<file path="src/rtl/sdram_pkg.sv">
// ---------------------------------------------------------------------------
// sdram_pkg
// Shared definitions for the SDRAM request arbiter slice.
//   SDRAM_AW / SDRAM_DW   : default word address / data widths
//   SDRAM_ACC_TIMEOUT     : default cycles allowed for m_busy to rise
//   state_t               : arbiter FSM state encoding
//   op_t                  : latched operation kind (read / write)
// ---------------------------------------------------------------------------
package sdram_pkg;

   localparam int SDRAM_AW          = 24;
   localparam int SDRAM_DW          = 16;
   localparam int SDRAM_ACC_TIMEOUT = 8;

   typedef enum logic [2:0] {
      IDLE     = 3'd0,
      D_ISSUE  = 3'd1,
      D_WAIT   = 3'd2,
      I_ISSUE0 = 3'd3,
      I_WAIT0  = 3'd4,
      I_ISSUE1 = 3'd5,
      I_WAIT1  = 3'd6
   } state_t;

   typedef enum logic {
      OP_RD = 1'b0,
      OP_WR = 1'b1
   } op_t;

   // True for any state that issues a request pulse to the controller.
   function automatic logic isIssueState(input state_t s);
      return (s == D_ISSUE) || (s == I_ISSUE0) || (s == I_ISSUE1);
   endfunction

   // True for any state that is waiting on the controller's busy handshake.
   function automatic logic isWaitState(input state_t s);
      return (s == D_WAIT) || (s == I_WAIT0) || (s == I_WAIT1);
   endfunction

endpackage

</file>
<file path="src/rtl/sdram_busy_tracker.sv">
// ---------------------------------------------------------------------------
// sdram_busy_tracker
// Follows the controller's m_busy after a request pulse and reports when the
// access has finished or when the controller never picked it up.
//   clk, rst    : clock, asynchronous active-high reset
//   i_start     : high during the request pulse cycle; re-arms the tracker
//   i_active    : high while the arbiter waits for this access
//   i_busy      : controller busy
//   o_done      : busy was seen and has now dropped (completion cycle)
//   o_timeout   : busy never rose within ACC_TIMEOUT wait cycles
// ---------------------------------------------------------------------------
module sdram_busy_tracker
   import sdram_pkg::*;
#(
   parameter int ACC_TIMEOUT = SDRAM_ACC_TIMEOUT
) (
   input  logic clk,
   input  logic rst,
   input  logic i_start,
   input  logic i_active,
   input  logic i_busy,
   output logic o_done,
   output logic o_timeout
);

   localparam int CW = $clog2(ACC_TIMEOUT + 1);
   localparam logic [CW-1:0] LAST_COUNT = CW'(ACC_TIMEOUT - 1);

   logic          r_seen;
   logic [CW-1:0] r_count;

   // The tracker is cleared by the request pulse so that the first wait cycle
   // sees a count of zero. While waiting it either notes that busy has risen
   // (phase B from then on) or counts another idle cycle. The counter saturates
   // at its last value because the FSM leaves the wait state on timeout anyway.
   always_ff @(posedge clk or posedge rst) begin
      if (rst) begin
         r_seen  <= 1'b0;
         r_count <= '0;
      end else if (i_start) begin
         r_seen  <= 1'b0;
         r_count <= '0;
      end else if (i_active && !r_seen) begin
         if (i_busy) begin
            r_seen <= 1'b1;
         end else if (r_count != LAST_COUNT) begin
            r_count <= r_count + CW'(1);
         end
      end
   end

   // Completion is the first non-busy cycle after busy was seen; timeout is
   // the last allowed wait cycle still passing without busy.
   always_comb begin
      o_done    = i_active && r_seen && !i_busy;
      o_timeout = i_active && !r_seen && !i_busy && (r_count == LAST_COUNT);
   end

endmodule

</file>
<file path="src/rtl/sdram_arbiter.sv">
// ---------------------------------------------------------------------------
// sdram_arbiter
// Merges the CPU instruction-fetch port and the data port onto the SDRAM
// controller's single request interface. Data accesses are one 16-bit word;
// a fetch is two consecutive single-word reads returned as one 32-bit word.
//   clk, rst                 : clock, asynchronous active-high reset
//   i_addr/i_req             : fetch request (held until i_ack)
//   i_ack/i_data             : fetch completion pulse and 32-bit instruction
//   d_addr/d_wdata           : data address and write data
//   d_read/d_write           : data request (held until d_ack)
//   d_ack/d_rdata            : data completion pulse and read data
//   m_addr/m_wdata           : controller address / write data (held)
//   m_read_req/m_write_req   : controller request pulses
//   m_rdata/m_busy           : controller read data and busy
//   err                      : sticky lost-transaction flag
// ---------------------------------------------------------------------------
module sdram_arbiter
   import sdram_pkg::*;
#(
   parameter int AW          = SDRAM_AW,
   parameter int DW          = SDRAM_DW,
   parameter int ACC_TIMEOUT = SDRAM_ACC_TIMEOUT
) (
   input  logic            clk,
   input  logic            rst,
   input  logic [AW-1:0]   i_addr,
   input  logic            i_req,
   output logic            i_ack,
   output logic [2*DW-1:0] i_data,
   input  logic [AW-1:0]   d_addr,
   input  logic [DW-1:0]   d_wdata,
   input  logic            d_read,
   input  logic            d_write,
   output logic            d_ack,
   output logic [DW-1:0]   d_rdata,
   output logic [AW-1:0]   m_addr,
   output logic [DW-1:0]   m_wdata,
   output logic            m_read_req,
   output logic            m_write_req,
   input  logic [DW-1:0]   m_rdata,
   input  logic            m_busy,
   output logic            err
);

   state_t            r_state;
   state_t            w_nextState;
   op_t               r_op;
   logic [AW-1:0]     r_mAddr;
   logic [DW-1:0]     r_mWdata;
   logic [2*DW-1:0]   r_iData;
   logic [DW-1:0]     r_dRdata;
   logic              r_iAck;
   logic              r_dAck;
   logic              r_err;

   logic              w_sampleOk;
   logic              w_dReq;
   logic              w_dSel;
   logic              w_iSel;
   logic              w_start;
   logic              w_active;
   logic              w_done;
   logic              w_timeout;
   logic              w_mReadReq;
   logic              w_mWriteReq;

   // Requests are only looked at in IDLE, and not during the ack cycle:
   // the requester still holds its request while the ack is visible, so
   // sampling then would serve the same request a second time.
   always_comb begin
      w_sampleOk = !r_iAck && !r_dAck;
      w_dReq     = d_read || d_write;
      w_dSel     = (r_state == IDLE) && w_sampleOk && w_dReq;
      w_iSel     = (r_state == IDLE) && w_sampleOk && i_req && !w_dReq;
   end

   sdram_busy_tracker #(
      .ACC_TIMEOUT (ACC_TIMEOUT)
   ) u_busyTracker (
      .clk       (clk),
      .rst       (rst),
      .i_start   (w_start),
      .i_active  (w_active),
      .i_busy    (m_busy),
      .o_done    (w_done),
      .o_timeout (w_timeout)
   );

   // State register.
   always_ff @(posedge clk or posedge rst) begin
      if (rst) begin
         r_state <= IDLE;
      end else begin
         r_state <= w_nextState;
      end
   end

   // Next-state logic. Each issue state lasts a single cycle; each wait state
   // leaves on completion, or on timeout straight back to IDLE without an ack.
   // A fetch always runs both halves before IDLE is seen again, so a data
   // request arriving mid-fetch simply waits.
   always_comb begin
      w_nextState = r_state;
      case (r_state)
         IDLE: begin
            if (w_dSel) begin
               w_nextState = D_ISSUE;
            end else if (w_iSel) begin
               w_nextState = I_ISSUE0;
            end
         end
         D_ISSUE:  w_nextState = D_WAIT;
         D_WAIT: begin
            if (w_timeout || w_done) begin
               w_nextState = IDLE;
            end
         end
         I_ISSUE0: w_nextState = I_WAIT0;
         I_WAIT0: begin
            if (w_timeout) begin
               w_nextState = IDLE;
            end else if (w_done) begin
               w_nextState = I_ISSUE1;
            end
         end
         I_ISSUE1: w_nextState = I_WAIT1;
         I_WAIT1: begin
            if (w_timeout || w_done) begin
               w_nextState = IDLE;
            end
         end
         default:  w_nextState = IDLE;
      endcase
   end

   // Output decode. The request pulses come straight from the issue states,
   // which are one cycle long, so each pulse is exactly one cycle wide.
   always_comb begin
      w_mReadReq  = ((r_state == D_ISSUE) && (r_op == OP_RD))
                    || (r_state == I_ISSUE0) || (r_state == I_ISSUE1);
      w_mWriteReq = (r_state == D_ISSUE) && (r_op == OP_WR);
      w_start     = isIssueState(r_state);
      w_active    = isWaitState(r_state);
   end

   // Datapath registers. Address, write data and op are captured when a
   // request is selected and then held until the next selection, which keeps
   // m_addr/m_wdata stable through the whole access and leaves the last
   // values on the bus while idle. The second fetch half reuses the address
   // register incremented by one, wrapping naturally at the top of the space.
   // Acks are registered so they appear the cycle after completion.
   always_ff @(posedge clk or posedge rst) begin
      if (rst) begin
         r_op     <= OP_RD;
         r_mAddr  <= '0;
         r_mWdata <= '0;
         r_iData  <= '0;
         r_dRdata <= '0;
         r_iAck   <= 1'b0;
         r_dAck   <= 1'b0;
         r_err    <= 1'b0;
      end else begin
         r_dAck <= (r_state == D_WAIT) && w_done;
         r_iAck <= (r_state == I_WAIT1) && w_done;

         if (w_timeout) begin
            r_err <= 1'b1;
         end

         if (w_dSel) begin
            r_op     <= d_write ? OP_WR : OP_RD;
            r_mAddr  <= d_addr;
            r_mWdata <= d_wdata;
         end else if (w_iSel) begin
            r_op    <= OP_RD;
            r_mAddr <= i_addr;
         end

         if ((r_state == D_WAIT) && w_done && (r_op == OP_RD)) begin
            r_dRdata <= m_rdata;
         end

         if ((r_state == I_WAIT0) && w_done) begin
            r_iData[2*DW-1:DW] <= m_rdata;
            r_mAddr            <= r_mAddr + AW'(1);
         end

         if ((r_state == I_WAIT1) && w_done) begin
            r_iData[DW-1:0] <= m_rdata;
         end
      end
   end

   // Port hookup.
   always_comb begin
      i_ack       = r_iAck;
      i_data      = r_iData;
      d_ack       = r_dAck;
      d_rdata     = r_dRdata;
      m_addr      = r_mAddr;
      m_wdata     = r_mWdata;
      m_read_req  = w_mReadReq;
      m_write_req = w_mWriteReq;
      err         = r_err;
   end

endmodule

</file>
<file path="config.mk">
export PLATFORM = sky130hd
export DESIGN_NAME = sdram_arbiter
export DESIGN_NICKNAME = d
export VERILOG_FILES = /design/src/rtl/sdram_pkg.sv /design/src/rtl/sdram_busy_tracker.sv /design/src/rtl/sdram_arbiter.sv
export SDC_FILE = /design/constraint.sdc
export NUM_CORES = 1
export LEC_CHECK = 0
export BUFFER_PORTS_ARGS = -buffer_cell sky130_fd_sc_hd__clkbuf_2
export CORE_MARGIN = 4
export CORE_UTILIZATION = 40
export DETAILED_ROUTE_END_ITERATION = 8
export PLACE_DENSITY = 0.67
export SLEW_MARGIN = 0
export SYNTH_ARGS = -nofsm -noshare
export SYNTH_HDL_FRONTEND = slang
export SYNTH_SLANG_ARGS = --single-unit
</file>
<file path="constraint.sdc">
create_clock -name clk -period 4.9 [get_ports clk]
set_clock_uncertainty 0.05 [all_clocks]
set_input_delay 1.225 -clock clk [delete_from_list [all_inputs] [get_ports clk]]
set_output_delay 1.225 -clock clk [all_outputs]
set_load 0.05 [all_outputs]
</file>
[Word level (Yosys, flattened, before mapping)]
Index checks and enable logic that the tools add are counted.
Operators by class
  add/sub/neg operators: 2
  equal/unequal tests: 12
  muxes and demuxes: 19
  bitwise operators: 1
  reductions and logical operators: 39
Operators by type and width (count)
  24-bit two-way mux: 3
  24-bit by 1-bit adder with 24-bit output (second input constant): 1
  3-bit case mux with 6 select lines: 1
  1-bit logical AND: 16
  4-bit two-way mux: 4
  3-bit two-way mux: 5
  3-bit equality test (second input constant): 3
  1-bit logical OR: 8
  2-bit nonzero test: 4
  3-bit by 2-bit equality test with 1-bit output (second input constant): 2
  1-bit two-way mux: 6
  3-bit inequality test (second input constant): 2
  3-bit AND reduction: 2
  1-bit logical NOT: 5
  4-bit by 1-bit adder with 4-bit output (second input constant): 1
  4-bit by 3-bit equality test with 1-bit output (second input constant): 1
  2-bit by 1-bit inequality test with 1-bit output (second input constant): 2
  4-bit by 3-bit inequality test with 1-bit output (second input constant): 1
  3-bit by 1-bit equality test with 1-bit output (second input constant): 1
  3-bit logical NOT: 1
  3-bit nonzero test: 1
  2-bit AND reduction: 1
  2-bit OR reduction: 1
  1-bit NOT: 1
Word-level totals
  register bits after elaboration: 100
  word-level logic and storage cells: 85

[Logic depth before layout (Yosys ltp)]
  word-level depth: 9
  mapped depth: 8

[By module]
From an unflattened synthesis, not the netlist that was laid out.
Second synthesis, totals
  cell total of the unflattened synthesis: 520
  area total of the unflattened synthesis: 5087.4 sq um
By module, submodules not included
  sdram_arbiter: times used 1, cells an instance 493, area each 4798.4 sq um, seq. area each 2377.3 sq um
  sdram_busy_tracker: times used 1, cells an instance 27, area each 289.0 sq um, seq. area each 125.1 sq um

[Worst setup path after synthesis]
Ideal clock, no wire load.
  kind: register to output
  start: reg r_state[1]
  end: out m_read_req
  arrival time: 1.397 ns
  required time: 3.625 ns
  slack: 2.228 ns
  cell stages (with the launch flop): 5
  buffers on the path: 1
  cells stage by stage: dfrtp_1 buf_2 nand2_1 nand2_1 a21oi_1
Between the ends
  longest elaborated chain between the ends: 4
  elaborated cells on any way between the ends: 6
  those cells by class: 3 x eq/ne; 3 x reduce/logical
RTL lines
  start: declaration: RTL line sdram_arbiter.sv:45  | state_t r_state;
  start signal: assignment: RTL line sdram_arbiter.sv:94  | r_state <= w_nextState;
  3-bit by 1-bit equality test with 1-bit output: RTL line sdram_arbiter.sv:139  | w_mReadReq = ((r_state == D_ISSUE) && (r_op == OP_RD))
  1-bit logical AND: RTL line sdram_arbiter.sv:139
  1-bit logical OR: RTL line sdram_arbiter.sv:140  | || (r_state == I_ISSUE0) || (r_state == I_ISSUE1);
  1-bit logical OR (*): RTL line sdram_arbiter.sv:140
  end: declaration: RTL line sdram_arbiter.sv:38  | output logic m_read_req,
Every way passes the cells marked *; elsewhere a longest branch is shown, timed or not.

[Worst setup path after layout]
  start: in m_busy
  end: reg r_mAddr[19] (netlist: m_addr[19])
Between the ends
  longest elaborated chain between the ends: 4
  elaborated cells on any way between the ends: 5
  those cells by class: 1 x mux; 4 x reduce/logical
RTL lines
  start: declaration: RTL line sdram_arbiter.sv:41  | input logic m_busy,
  1-bit logical NOT (*): RTL line sdram_busy_tracker.sv:55  | o_done = i_active && r_seen && !i_busy;
  1-bit logical AND (*): RTL line sdram_busy_tracker.sv:55
  1-bit logical AND (*): RTL line sdram_arbiter.sv:183  | if ((r_state == I_WAIT0) && w_done) begin
  3-bit nonzero test (no line) or 24-bit two-way mux (tied branches)
  end signal: assignment: RTL line sdram_arbiter.sv:172  | r_mAddr <= d_addr;
  end signal: assignment: RTL line sdram_arbiter.sv:176  | r_mAddr <= i_addr;
  end signal: assignment: RTL line sdram_arbiter.sv:185  | r_mAddr <= r_mAddr + AW'(1);
  end: declaration: RTL line sdram_arbiter.sv:48  | logic [AW-1:0] r_mAddr;
Marks and branches as above.
A chain may end at the register's enable or synchronous reset.

==> summary.txt <==
Worst setup path
  – CP cell instances: clkbuf_2, nor2_2, nand3_2, nor4_4, a211oi_1, a311o_1
  – CP Capture Type: flip-flop
  – RR Startpoint: r_state[2]
  – Worst Reg-to-Reg Cells: 5
  – Startpoint Class: input port
  – CP Data Required Time: about 5.1 ns
  – Critical path's slowest cell: nor4_4
  – Worst-path maximum fanout: 32
  – Crit Path Category: input port to flip-flop
  – Reg2Reg Setup Slack: 2.27 ns
  – RR Endpoint: m_addr[19]
  – Critical path arrival: 3.22 ns
  – Worst path max stage delay: 0.66 ns

Floorplan
  – Die ar.: around 14000 um2
  – # rows: 39
  – Io pins: 179
  – Die height: 118 um
  – Core ar.: 11600 um2
  – Starting Density: between 40% and 50%
  – DIE WIDTH: 118 um

Final layout
  – Nets: roughly 780
  – Area growth syn-to-layout: 25.8%
  – # fillers: 1099
  – Share of layout cells above drive strength 1: between 30 and 40%
  – Antenna diodes: 0
  – Final core utilization: 52.1%

STA
  – Setup violators final: 0
  – Max Clk Rate: between 0.3 and 0.4 GHz
  – PnR worst setup slack: 1.86 ns
  – Measured slew at the worst slew-check pin: 1.09 ns
  – Unrepaired setup endpoints after global routing: false
  – Final Cycle Share: 62.1%
  – Pins over their slew limit: 0
  – Setup TNS: 0 ns
  – Final Hold Vio Count: 0
  – Final Critical Period: 3.04 ns
  – Worst hold slack: 0.431 ns
  – Max transition margin: a little over a quarter

Clocking
  – H-tree Lvls: 3
  – CTS tree: yes
  – Post-CTS setup buffer count: 0
  – Sink Count: 100
  – Clock Pin Slew Worst Setup and Hold Paths: 0.07 ns
  – Clock Path Buffers: 2
  – Num CTS Buffers: 9
  – Worst-Skew Late Latency: between 0.3 and 0.4 ns
  – PostCTS Resize Cnt: 0
  – Hold-fix buffers at CTS: 0
  – Clock root cell: clkbuf_16

Route
  – Wire length per cell: 16.3 um
  – Antenna Nets Post-Route: 0
  – Drt total wl: 13700 um
  – Via density: 5.24
  – Initial DRC count: 241
  – DRC: 0
  – Initial DRT Pass Iterations: 7
  – Via count: 4392

Global routing
  – Gr usage total: approximately a fifth
  – Vias in the first global route: 4521
  – GRT overflow: 0
  – Largest net degree at the start of global routing: 84
  – First-pass GRT wire length: 22500 um
  – Initial antenna violation count: 0

Power
  – Part of the power in registers: 31.7%
  – Max VDD drop: 436 uV
  – Internal power: 2.19 mW
  – Design Power: 4.84 mW
  – Logic gate share of total power: roughly 54%
  – Clock power frac: 14.4%
  – Static Leakage: 3.15 nW
  – P_sw: ~2.7 mW
  – Switching Share: 54.8%
  – P per Cell Area: between 700 and 800 nW/um2

Min path
  – Hold wc startpoint: m_wdata[5]
  – Worst Hold End: m_wdata[5]
  – Hold Path Class: flip-flop to flip-flop
  – Hold Path Stages: 2

Yosys
  – EDFF count, synth: 0
  – Yosys warns: 0
  – Post-Syn Instances: 525
  – Seq/Total Area, Yosys: 52.0%
  – Post-synthesis cell type count: 58
  – #FFs+latches synth: 100
  – Synth area leader: dfrtp_1
  – Mapped cell area: around 4800 um2
  – Most frequent cell after synthesis: nand2_1
  – Top_reg_cell synth: dfrtp_1
  – Share of the synthesized area in the top cell type: 52.0%
  – Top post-synthesis cells by count: 169 x nand2_1, 100 x dfrtp_1, 30 x nor2_1, 19 x a21oi_1, 16 x mux2_2
  – Post-Syn Nets: 613
  – Most area-consuming cells after synthesis: dfrtp_1 52%, nand2_1 13%, mux2_2 3.7%
  – Syn Area/Cell: between 9 and 10 um2
  – Post-synth ARST share: between 90% and 100%

Placed design
  – Dpl hpwl: 9900 um
  – Gpl congestion: 0.886
  – Pre-CTS WS: 1.51 ns
  – IO Port Bufs: around 180

Status
  – Status: complete, no violations

Flow run
  – Max-cap violations: 0
-- state kept, by name (all words and copies together) (netlist names) --
register and flops:
err 1, d_rdata 16, m_wdata 16, d_ack 1, m_addr 24, i_data 32
u_busyTracker.r_count 4, i_ack 1, u_busyTracker.r_seen 1, r_op 1, r_state 3
-- logic make-up (layout without fill, tap and decap cells) --
family          Yosys count  in the layout  synth area share (%)
simple gates            277            277                  26.4
flops                   100            100                  52.0
compound gates           78             78                  11.3
buf+inv                  45            215                  4.60
mux                      22             22                  4.99
fa+ha+maj                 2              2                 0.520
xor+xnor                  1              1                 0.182
-- placed cells by master, fill, tap and decap left out, types with 4 or more instances in the layout --
cell	synthesis	routed
buf_4	2	4
nor2_1	30	29
or3_1	5	5
and4_1	4	4
a211oi_1	8	8
mux2i_1	6	6
mux2_2	16	16
inv_1	15	14
a31oi_1	9	9
nand2_1	169	169
o21ai_0	12	12
nand4_1	8	8
dfrtp_1	100	100
clkbuf_2	0	178
nand3b_1	4	4
nor3_1	12	12
a21oi_1	19	19
and2_1	4	4
a311oi_1	8	8
and3_1	7	7
nand3_1	15	15
clkbuf_16	0	9
nor4_1	4	4
-- per-layer routing --
| metal | up-vias | GRT usage (%) | routed length (um) |
|---|---|---|---|
| li1 | 2138 | - | - |
| met1 | 2080 | 24.1 | 5720 |
| met2 | 162 | 33.5 | 6820 |
| met3 | 12 | 6.20 | 951 |
| met4 | 0 | 5.35 | 181 |
| met5 | - | 0 | 0 |
-- power by group through the flow --
| stage | sequential [mW] | clock (mW) | combinational [mW] |
|---|---|---|---|
| detailed placement | 1.54 | 0 | 2.63 |
| global route | 1.59 | 0.753 | 2.79 |
| floorplan | 2.64 | 0 | 0.885 |
| global placement | 1.52 | 0 | 2.58 |
| finish | 1.53 | 0.699 | 2.61 |
| CTS | 1.53 | 0.720 | 2.63 |
-- per-stage QoR --
stage,area (um2),instances
after floorplan,4810,525
after global placement,5760,822
after detailed placement,5760,822
after CTS,6050,838
after global routing,6050,838
final,6050,838
-- worst max-delay path by stage --
| stage | to | cells after the start | start |
|---|---|---|---|
| after global routing | m_addr[19] | 6 | m_busy |
| after floorplan | d_ack | 1 | rst |
| after CTS | m_addr[19] | 6 | m_busy |
| after detailed placement | m_addr[19] | 6 | m_busy |
| after global placement | m_addr[19] | 6 | m_busy |
| final | m_addr[19] | 6 | m_busy |
-- critical path, delay by kind of cell --
family | cells | cell delay, ns
simple gates | 3 | 1.42
compound gates | 2 | 0.43
buf+inv | 1 | 0.13
-- area by class of cell --
| class | count | area, um2 | area share [%] |
|---|---|---|---|
| clock buffers | 9 | 225 | 3.72 |
| clock inverters | 7 | 66.3 | 1.10 |
| inverters | 17 | 67.6 | 1.12 |
| multi-input cells | 380 | 2090 | 34.5 |
| flip-flops and latches | 100 | 2500 | 41.3 |
| well taps | 143 | 179 | 2.96 |
| repair buffers | 182 | 921 | 15.2 |
Note: power is estimated with default switching activity, not from simulation.
